## src/rtl/fetch_stage.sv

```systemverilog
// Instruction-fetch stage and IF/ID pipeline register for a five-stage MIPS pipeline.
// Holds the PC, drives the asynchronous instruction ROM address, and latches the
// fetched word into ID. It also applies ID-stage redirects, honours hazard stalls,
// and keeps sticky misalignment and performance counters for debug.
`timescale 1ns/1ps
module fetch_stage #(
  parameter logic [31:0] RESET_PC = 32'h0000_3000
) (
  input  logic        clk,
  input  logic        rst,
  input  logic        stall,
  input  logic        ID_jumpTaken,
  input  logic [31:0] ID_jumpTarget,
  output logic [31:0] imem_addr,
  input  logic [31:0] imem_rdata,
  output logic [31:0] ID_instr,
  output logic [31:0] ID_pc,
  output logic [31:0] ID_pc4,
  output logic        ID_valid,
  output logic        misalign_err,
  output logic [31:0] fetch_count,
  output logic [31:0] stall_count
);

  // The per-cycle decision, in priority order: a stall beats a redirect, and a
  // redirect beats a normal fetch.
  typedef enum logic [1:0] {
    ACT_FETCH    = 2'd0,
    ACT_HOLD     = 2'd1,
    ACT_REDIRECT = 2'd2
  } action_e;

  localparam logic [31:0] NOP_INSTR = 32'h0000_0000;

  action_e     action;
  logic [31:0] pc;
  logic [31:0] pc_plus4;
  logic [31:0] target_aligned;
  logic        target_misaligned;

  // All PC adds wrap modulo 2^32 by construction of the 32-bit sum.
  assign pc_plus4          = pc + 32'd4;
  assign target_aligned    = {ID_jumpTarget[31:2], 2'b00};
  assign target_misaligned = |ID_jumpTarget[1:0];

  // The ROM is read asynchronously at the current PC, so the address holds during a stall.
  assign imem_addr = pc;

  // Choose this cycle's action. While stalled, the branch operands are not valid yet,
  // so a simultaneous jump is ignored. ID presents it again once the stall clears.
  always_comb begin
    // NOTE: default first so every path assigns action and no latch is inferred.
    action = ACT_FETCH;
    if (stall) begin
      action = ACT_HOLD;
    end else if (ID_jumpTaken) begin
      action = ACT_REDIRECT;
    end
  end

  // Program counter: reset vector, hold, redirect target (low bits dropped), or sequential.
  always_ff @(posedge clk) begin
    // NOTE: non-blocking assignments so every register samples pre-edge values.
    if (rst) begin
      pc <= RESET_PC;
    end else begin
      unique case (action)
        ACT_HOLD:     pc <= pc;
        ACT_REDIRECT: pc <= target_aligned;
        default:      pc <= pc_plus4;
      endcase
    end
  end

  // IF/ID register. A redirect squashes the wrong-path word with a NOP bubble. The
  // bubble still records the squashed PC so that ID_pc/ID_pc4 stay meaningful.
  always_ff @(posedge clk) begin
    if (rst) begin
      ID_instr <= NOP_INSTR;
      ID_pc    <= 32'd0;
      ID_pc4   <= 32'd0;
      ID_valid <= 1'b0;
    end else begin
      unique case (action)
        ACT_HOLD: begin
          ID_instr <= ID_instr;
          ID_pc    <= ID_pc;
          ID_pc4   <= ID_pc4;
          ID_valid <= ID_valid;
        end
        ACT_REDIRECT: begin
          ID_instr <= NOP_INSTR;
          ID_pc    <= pc;
          ID_pc4   <= pc_plus4;
          ID_valid <= 1'b0;
        end
        default: begin
          ID_instr <= imem_rdata;
          ID_pc    <= pc;
          ID_pc4   <= pc_plus4;
          ID_valid <= 1'b1;
        end
      endcase
    end
  end

  // Sticky misalignment flag. Only a redirect that is actually taken can set it,
  // and only reset clears it.
  always_ff @(posedge clk) begin
    if (rst) begin
      misalign_err <= 1'b0;
    end else if (action == ACT_REDIRECT && target_misaligned) begin
      misalign_err <= 1'b1;
    end
  end

  // Debug counters. Both wrap silently at 2^32.
  always_ff @(posedge clk) begin
    if (rst) begin
      fetch_count <= 32'd0;
      stall_count <= 32'd0;
    end else begin
      if (action == ACT_FETCH) fetch_count <= fetch_count + 32'd1;
      if (action == ACT_HOLD)  stall_count <= stall_count + 32'd1;
    end
  end

endmodule

```

## config.mk

```make
export PLATFORM = sky130hd
export DESIGN_NAME = fetch_stage
export DESIGN_NICKNAME = d
export VERILOG_FILES = /design/src/rtl/fetch_stage.sv
export SDC_FILE = /design/constraint.sdc
export NUM_CORES = 1
export LEC_CHECK = 0
export ABC_AREA = 1
export CORE_MARGIN = 2
export CORE_UTILIZATION = 35
export DETAILED_ROUTE_END_ITERATION = 10
export PLACE_DENSITY = 0.67
export SKIP_LAST_GASP = 1
export SYNTH_ARGS = -nofsm -noshare
export SYNTH_HDL_FRONTEND = slang
export SYNTH_SLANG_ARGS = --single-unit
```

## constraint.sdc

```tcl
create_clock -name clk -period 4.5 [get_ports clk]
set_input_delay 0.45 -clock clk [delete_from_list [all_inputs] [get_ports clk]]
set_output_delay 0.45 -clock clk [all_outputs]
set_load 0.005 [all_outputs]
```

# After elaboration in Yosys (flattened, before gate mapping)
# Cells that the tools add are included.
[word_totals] wordCells=21 ff_bits=194
[classes] n_mux=5 n_addsub=3 n_reduce_logical=3 n_eq_ne=2
[ops] operator="one-hot mux 32 bit (2 select lines)" n=2
[ops] operator="adder 32 x 1 -> 32 bit (second input constant)" n=2
[ops] operator="adder 32 x 3 -> 32 bit (second input constant)" n=1
[ops] operator="two-way mux 2 bit" n=2
[ops] operator="== test 2 x 1 -> 1 bit (second input constant)" n=1
[ops] operator="== test 2 bit (second input constant)" n=1
[ops] operator="zero test 2 bit" n=1
[ops] operator="one-hot mux 1 bit (2 select lines)" n=1
[ops] operator="OR reduction 2 bit" n=1
[ops] operator="logical AND 1 bit" n=1

# Depth between registers and ports, before layout
# Gate-level depths: netlist (run 1).
[logic_depth] word_depth=4 depth_mapped=10 mapped_depth_nobuf=10

# Worst setup path after synthesis (run 1)
# Ideal clock, no wire load.
[synth_timing] kind="reg2reg" startpoint="reg pc[2], in the netlist imem_addr[2]" endpoint="reg pc[20], in the netlist imem_addr[20]" stages_incl_launch_ff=11 setup_time_ns=0.128 setup_slack_ns=2.988 arrival_ns=1.384 synth_period_minus_slack_ns=1.512 required_time_ns=4.372 path_cell_list="dfxtp_1 ha_1 nand3_1 nor2_1 nand2_1 inv_2 nand2_1 nand2_1 nand2_1 a21oi_1 nor2_1"
[synth_between] elab_chain_len=2
[synth_rtl] element="start, declared" line_no="36" source="logic [31:0] pc;"
[synth_rtl] element="start signal, assigned" line_no="68" source="ACT_HOLD: pc <= pc;"
[synth_rtl] element="start signal, assigned" line_no="69" source="ACT_REDIRECT: pc <= target_aligned;"
[synth_rtl] element="start signal, assigned" line_no="70" source="default: pc <= pc_plus4;"
[synth_rtl] element="adder 32 x 3 -> 32 bit" line_no="42" source="assign pc_plus4 = pc + 32'd4;"
[synth_rtl] element="one-hot mux 32 bit (2 select lines)" line_no="67" source="unique case (action)"
# No other way between the ends.
# A chain may end at the register's enable or synchronous reset.

# Final worst setup path (run 1)
[layout_timing] startpoint="in ID_jumpTaken" endpoint="reg pc[23], in the netlist imem_addr[23]"
[layout_between] elab_chain_len=4
[layout_rtl] element="start, declared" line_no="12" source="input logic ID_jumpTaken,"
[layout_rtl] element="two-way mux 2 bit *" line_no="56" source="end else if (ID_jumpTaken) begin"
[layout_rtl] element="two-way mux 2 bit *" line_no="54" source="if (stall) begin"
[layout_rtl] element="== test 2 bit / == test 2 x 1 -> 1 bit (equally long branches)" line_no="67"
[layout_rtl] element="one-hot mux 32 bit (2 select lines)" line_no="67"
# Every way passes the cells marked *; elsewhere a longest branch is shown, timed or not.

==> results of run 1 <==
[registers in the layout (all words and copies together) (netlist names)]
name / count
stall_count: 32
ID_pc4: 30
ID_instr: 32
ID_pc: 30
imem_addr: 30
misalign_err: 1
fetch_count: 32
ID_valid: 1
[worst max path at each step]
stage | start | slack (ns) | endpoint | cells past startpoint
final | ID_jumpTaken | 2.47 | imem_addr[23]$_SDFFE_PP0P_ | 7
after global routing | imem_addr[3]$_SDFFE_PP0P_ | 2.24 | imem_addr[20]$_SDFFE_PP0P_ | 10
after CTS | ID_jumpTaken | 2.44 | imem_addr[23]$_SDFFE_PP0P_ | 7
after detailed placement | ID_jumpTaken | 1.99 | imem_addr[21]$_SDFFE_PP0P_ | 7
after global placement | ID_jumpTaken | 2.03 | imem_addr[21]$_SDFFE_PP0P_ | 7
after floorplan | imem_addr[2]$_SDFFE_PP0P_ | 2.99 | imem_addr[20]$_SDFFE_PP0P_ | 10
[metrics by stage]
step | setup slack, ns | cell area, um2 | hold WS, ns
floorplan | 2.99 | 8680 | 0.447
global placement | 2.03 | 11400 | 0.439
detailed placement | 1.99 | 11400 | 0.446
CTS | 2.44 | 12000 | 0.419
global route | 2.24 | 12000 | 0.435
finish | 2.47 | 12000 | 0.430
[critical path: stages]
cell,delay (ns)
clkdlybuf4s50_1,0.41
inv_2,0.10
nand2_4,0.11
inv_2,0.60
buf_4,0.45
nand3_1,0.12
a21oi_1,0.13
[final cells by class]
| cell class | instances | area, um2 |
|---|---|---|
| multi-input cells | 892 | 4110 |
| repair buffers | 261 | 2590 |
| clock inverters | 14 | 183 |
| clock buffers | 18 | 439 |
| well taps | 324 | 405 |
| inverters | 144 | 541 |
| diodes | 1 | 2.50 |
| flip-flops and latches | 188 | 3760 |
| fillers | 2436 | 12300 |
[power groups by stage]
stage,logic [uW],clock network [uW],registers [uW]
final,399,1610,1780
after global placement,399,0,1810
after CTS,405,1650,1780
after global routing,443,1710,1780
after detailed placement,402,0,1810
after floorplan,168,0,1810
[cells by family after synthesis]
family / share of synthesized area (%)
other: 0.0433
XOR/XNOR: 2.83
flip-flops: 43.4
AND/OR/NAND/NOR: 30.5
buffers and inverters: 9.34
adder cells (fa/ha/maj): 0.433
AO/OA/AOI/OAI: 13.4
[cells in the mapped netlist, types with 3 or more instances]
library cell  count  area share [%]
dfxtp_1         188              43
o21ai_1           6            0.35
nor3_1           20             1.2
clkbuf_1         34             1.5
inv_1           137             5.9
o21ai_0          93             5.4
nand4_1          10            0.72
nor2_2           13            0.94
nor2_4            6            0.78
nand3_2           3            0.35
ha_1              3            0.43
a21oi_1         104             6.0
xor2_1           25             2.5
nor3b_1           3            0.26
a31oi_1           8            0.58
xnor2_1           3            0.30
nand2_2           4            0.29
nand3_1          49             2.8
nand2_1         328              14
buf_4             7            0.61
inv_2             6            0.26
a21o_1            3            0.26
buf_2            14            0.81
nor2_1          187             8.1
[routing by layer]
layer	vias to the layer above	GRT usage [%]	share of wire [%]
li1	4465	-	-
met1	3974	26.7	45
met2	258	35.0	47
met3	30	6.19	6.7
met4	0	5.64	1.8
met5	-	0	0
==> flow_summary_export.csv, run 1 <==
group,metric,value,unit
layout,leading_cell_type_in_the_layout_fill_and_taps_excluded,"nand2_1",
cts,setup_fix_buffers_added_after_clock_tree_synthesis,0,
floorplan,die_area,26000,um2
global_routing,antenna_found_initial,1,
layout,layout-drive-gt1-share,5.14,%
critical_path,ff2ff_setup_slack,2.51,ns
critical_path,timing.critical_path.to_type,"register",
cts,clock_tree.htree_level_count,4,
critical_path,arrival,2.38,ns
cts,cts_inserted_buffers,17,
global_routing,grt_first_pass_wirelength,43900,um
layout,fin_util,49.5,%
synthesis,synthFlopType,"dfxtp_1",
layout,syn2layout_area_growth,39.0,%
route,drt-pass1-iter-count,5,
route,post-route-drc-count,0,
sta,slew_at_the_pin_closest_to_its_max_slew_limit,1.02,ns
route,dr_total_vias,8727,
floorplan,die_y,161,um
sta,timing.setup.tns,0,ns
synthesis,syn_area,8660,um2
synthesis,postSynthCellCount,1277,
route,wl_per_cell,14.7,um
flow_run,drv.max_cap_violation_count,0,
sta,timing_hold_violations_final,0,
min_path,worst_hold_check_path_type,"input port to register",
floorplan,core_region_area,24300,um2
sta,slew_violations,0,
synthesis,ys_ff_latch,188,
floorplan,num_rows,57,
critical_path,r2r_end,"imem_addr[20]$_SDFFE_PP0P_",
synthesis,synth_enable_flop_cells,0,
synthesis,ys_seq_area_share,43.4,%
min_path,hold-path-cell-count,2,
placement,dp.cells,1809,
synthesis,ys.warnings.count,0,
floorplan,die_w,161,um
sta,fmax,492,MHz
sta,setup_viol_count_final,0,
placement,detailed_place_hpwl,19600,um
floorplan,effective_utilization_at_floorplan,35.6,%
global_routing,grt_util_all_layers,21.1,%
cts,clock_tree_from_tritoncts,"built",
run_status,status,"finished clean",
power,net_switching_fraction_of_the_power,25.0,%
critical_path,worst-setup-path-type,"input port to register",
cts,clkSinkCount,188,
layout,layout.cells.most_common_list,"328 x nand2_1, 253 x clkdlybuf4s50_1, 188 x dfxtp_1",
floorplan,design.portCount,262,
cts,clk-insertion-delay-late,0.44,ns
power,clockPowerShare,42.5,%
placement,port-buffer-count,255,
power,pwr-share-comb,10.5,%
placement,place_congestion,0.832,
cts,path_clk_slew,0.08,ns
power,net-switching-power,946,uW
cts,post_cts_resize_count,0,
power,share_seq_of_total_power,47.0,%
route,vias_per_cell,4.74,
route,drt-total-wl,27100,um
global_routing,grt_overflow_total,0,
cts,ctsRootBufferMaster,"clkbuf_16",
synthesis,netlist-cell-type-count,41,
critical_path,reg2reg_from,"imem_addr[3]$_SDFFE_PP0P_",
sta,max_slew_margin,32.1,%
global_routing,grt_start_max_net_pins,110,
sta,final.min_clock_period,2.03,ns
critical_path,r2r_cells,10,
critical_path,critPathMaxFanout,47,
route,drt_first_iter_violations,510,
layout,post_layout_nonfiller_instances,1842,
power,power_leakage,0.00465,uW
sta,final.setup_skew,0.0143,ns
power,power_density_of_the_placed_cells,314,nW/um2
layout,final_net_count,1575,
power,internal-power,2840,uW
cts,post_cts_hold_buffer_count,0,
min_path,capture_endpoint_of_the_worst_hold_path,"fetch_count[26]$_SDFFE_PP0N_",
sta,min_period_over_period,45.2,%
synthesis,post_synthesis_mean_instance_area,6.78,um2
global_routing,first_global_vias,8485,
cts,clockBufferDepth,2,
min_path,hp-start,"rst",
critical_path,start_kind,"input port",
route,drtAntennaViolNets,0,
power,design_power_total,3780,uW
sta,rsz0062_at_grt,"no",
synthesis,ys_async_sr_fraction,0,%
power,worst_ir_drop_on_vdd,0.000191,V
critical_path,worstPathRequired,4.85,ns
Power figures use the tool's default switching activity.
==> run 2: changes to the inputs <==
--- a/config.mk
+++ b/config.mk
@@ -9,7 +9,7 @@
 export CORE_MARGIN = 2
 export CORE_UTILIZATION = 35
 export DETAILED_ROUTE_END_ITERATION = 10
-export PLACE_DENSITY = 0.67
+export PLACE_DENSITY = 0.69
 export SKIP_LAST_GASP = 1
 export SYNTH_ARGS = -nofsm -noshare
 export SYNTH_HDL_FRONTEND = slang
==> constraint.sdc (replaced) <==
create_clock -name clk -period 1.8 [get_ports clk]
set_input_delay 0.18 -clock clk [delete_from_list [all_inputs] [get_ports clk]]
set_output_delay 0.18 -clock clk [all_outputs]
set_load 0.005 [all_outputs]
==> run 2 against run 1 <==
Against the previous run: sequential cell count did not move; largest power group unchanged; critical endpoint is now imem_addr[5]; setup slack lost 2.3 ns; highest routed layer unchanged; critical path type is now register to primary output; first-iteration DRC count rose by 20%; critical path depth fell by 6.
==> flow_summary_export.csv, run 2 (same netlist as run 1, synthesis figures left out) <==
group,metric,value,unit
layout,reg.largest.list,"ID_instr (32), fetch_count (32), stall_count (32)",
critical_path,critical_path_buf_inv_count,1,
layout,fin_area,12300,um2
floorplan,die_y,161,um
sta,rsz0062_at_grt,"no",
route,vias_per_cell,4.75,
global_routing,grt_start_max_net_pins,110,
critical_path,worstPathRequired,1.62,ns
critical_path,max_stage_delay,0.60,ns
global_routing,antenna_found_initial,1,
cts,clk-insertion-delay-late,0.43,ns
layout,layout-drive-gt1-share,6.38,%
sta,setup_viol_count_final,0,
sta,final.min_clock_period,1.68,ns
global_routing,grt_overflow_total,0,
placement,place_congestion,0.857,
layout,multiInputGateArea,4120,um2
layout,area_taken_by_flip_flops_and_latches,3760,um2
floorplan,effective_utilization_at_floorplan,35.6,%
sta,slew_violations,0,
critical_path,worst-setup-path-type,"register to primary output",
cts,post_cts_resize_count,0,
flow_run,drv.max_cap_violation_count,0,
global_routing,first_global_vias,8368,
run_status,status,"finished clean",
cts,cts_inserted_buffers,17,
route,post-route-drc-count,0,
critical_path,critical_path.cell_chain,"clkdlybuf4s50_1",
layout,leading_cell_type_in_the_layout_fill_and_taps_excluded,"nand2_1",
layout,filler_cell_count,2379,
placement,dp.cells,1829,
global_routing,grt_first_pass_wirelength,43600,um
floorplan,num_rows,57,
cts,post_cts_hold_buffer_count,0,
placement,port-buffer-count,255,
layout,layout.cells.most_common_list,"328 x nand2_1, 253 x clkdlybuf4s50_1, 187 x dfxtp_1",
cts,ctsRootBufferMaster,"clkbuf_16",
sta,timing.setup.tns,0,ns
route,drt-pass1-iter-count,5,
global_routing,grt_util_all_layers,20.8,%
cts,setup_fix_buffers_added_after_clock_tree_synthesis,0,
critical_path,crit_slowest_cell,"clkdlybuf4s50_1",
floorplan,die_w,161,um
min_path,worst_hold_check_path_type,"input port to register",
route,drtAntennaViolNets,0,
power,design_power_total,9520,uW
floorplan,design.portCount,262,
route,drt-total-wl,27200,um
sta,slew_at_the_pin_closest_to_its_max_slew_limit,0.527,ns
placement,detailed_place_hpwl,19800,um
cts,clkSinkCount,188,
cts,clockBufferDepth,2,
sta,timing_hold_violations_final,0,
placement,placed_cell_area,11700,um2
route,wl_per_cell,14.6,um
power,worst_ir_drop_on_vdd,0.000547,V
layout,final_net_count,1595,
floorplan,core_region_area,24300,um2
cts,clock_tree_from_tritoncts,"built",
sta,max_slew_margin,64.9,%
sta,fmax,594,MHz
cts,path_clk_slew,0.07,ns
floorplan,die_area,26000,um2
critical_path,start_kind,"register",
critical_path,critPathMaxFanout,5,
power,power_leakage,0.00478,uW
layout,post_layout_nonfiller_instances,1860,
sta,min_period_over_period,93.5,%
critical_path,critical_path_s_top_delay_family,"buffers and inverters",
power,power_density_of_the_placed_cells,775,nW/um2
cts,clock_tree.htree_level_count,4,
layout,syn2layout_area_growth,41.7,%
critical_path,arrival,1.50,ns
critical_path,timing.critical_path.to_type,"primary output",
route,drt_first_iter_violations,614,
route,dr_total_vias,8842,
sta,final.setup_skew,0.0161,ns
-- run 2: worst register-to-register path: stages, from the launching register on --
cell and delay (ns):
dfxtp_1 0.47, nand2_1 0.14, nor2_1 0.19, nand2_1 0.19, o21ai_0 0.20, nand2_1 0.12
a21oi_1 0.17, nor2_1 0.05
-- run 2: through the flow --
step | setup WS, ns | util, % | hold slack [ns]
2_1_floorplan | 0.288 | - | 0.323
3_5_place_dp | 0.106 | 47.9 | 0.447
5_1_grt | 0.00454 | 50.5 | 0.149
3_3_place_gp | 0.137 | 47.9 | 0.440
6_report | 0.118 | 50.5 | 0.137
4_1_cts | 0.0394 | 50.5 | 0.118
-- run 2: power breakdown --
| part | switching (uW) | total [uW] | internal [uW] |
|---|---|---|---|
| Combinational | 503 | 1060 | 557 |
| Clock | 1690 | 4030 | 2340 |
| Sequential | 115 | 4430 | 4310 |
| Total | 2310 | 9520 | 7210 |
-- run 2: cell type report --
cell class              count  share of cell area, %
diodes                      1                 0.0204
clock inverters            12                   1.54
repair buffers            281                   23.1
flip-flops and latches    188                   30.7
clock buffers              18                   3.50
inverters                 144                   4.40
well taps                 324                   3.30
multi-input cells         892                   33.5
-- run 2: layer usage --
layer,routed length [um],vias up,GRT usage [%]
met5,0,-,0
met2,12600,264,34.2
met1,12100,4040,26.3
met3,1980,30,6.19
li1,-,4508,-
met4,543,0,6.53
-- run 2: path summary, 6_finish.rpt --
path	start	to	slack, ns	depth (start not counted)
worst max-delay path	imem_addr[5]$_SDFFE_PP0P_	imem_addr[5]	0.12	1
worst min-delay path	stall	stall_count[3]$_SDFFE_PP0N_	0.14	3
worst min register to register	ID_instr[4]$_SDFFE_PP0P_	ID_instr[4]$_SDFFE_PP0P_	0.45	2
worst max register to register	imem_addr[5]$_SDFFE_PP0P_	imem_addr[19]$_SDFFE_PP0P_	0.13	7
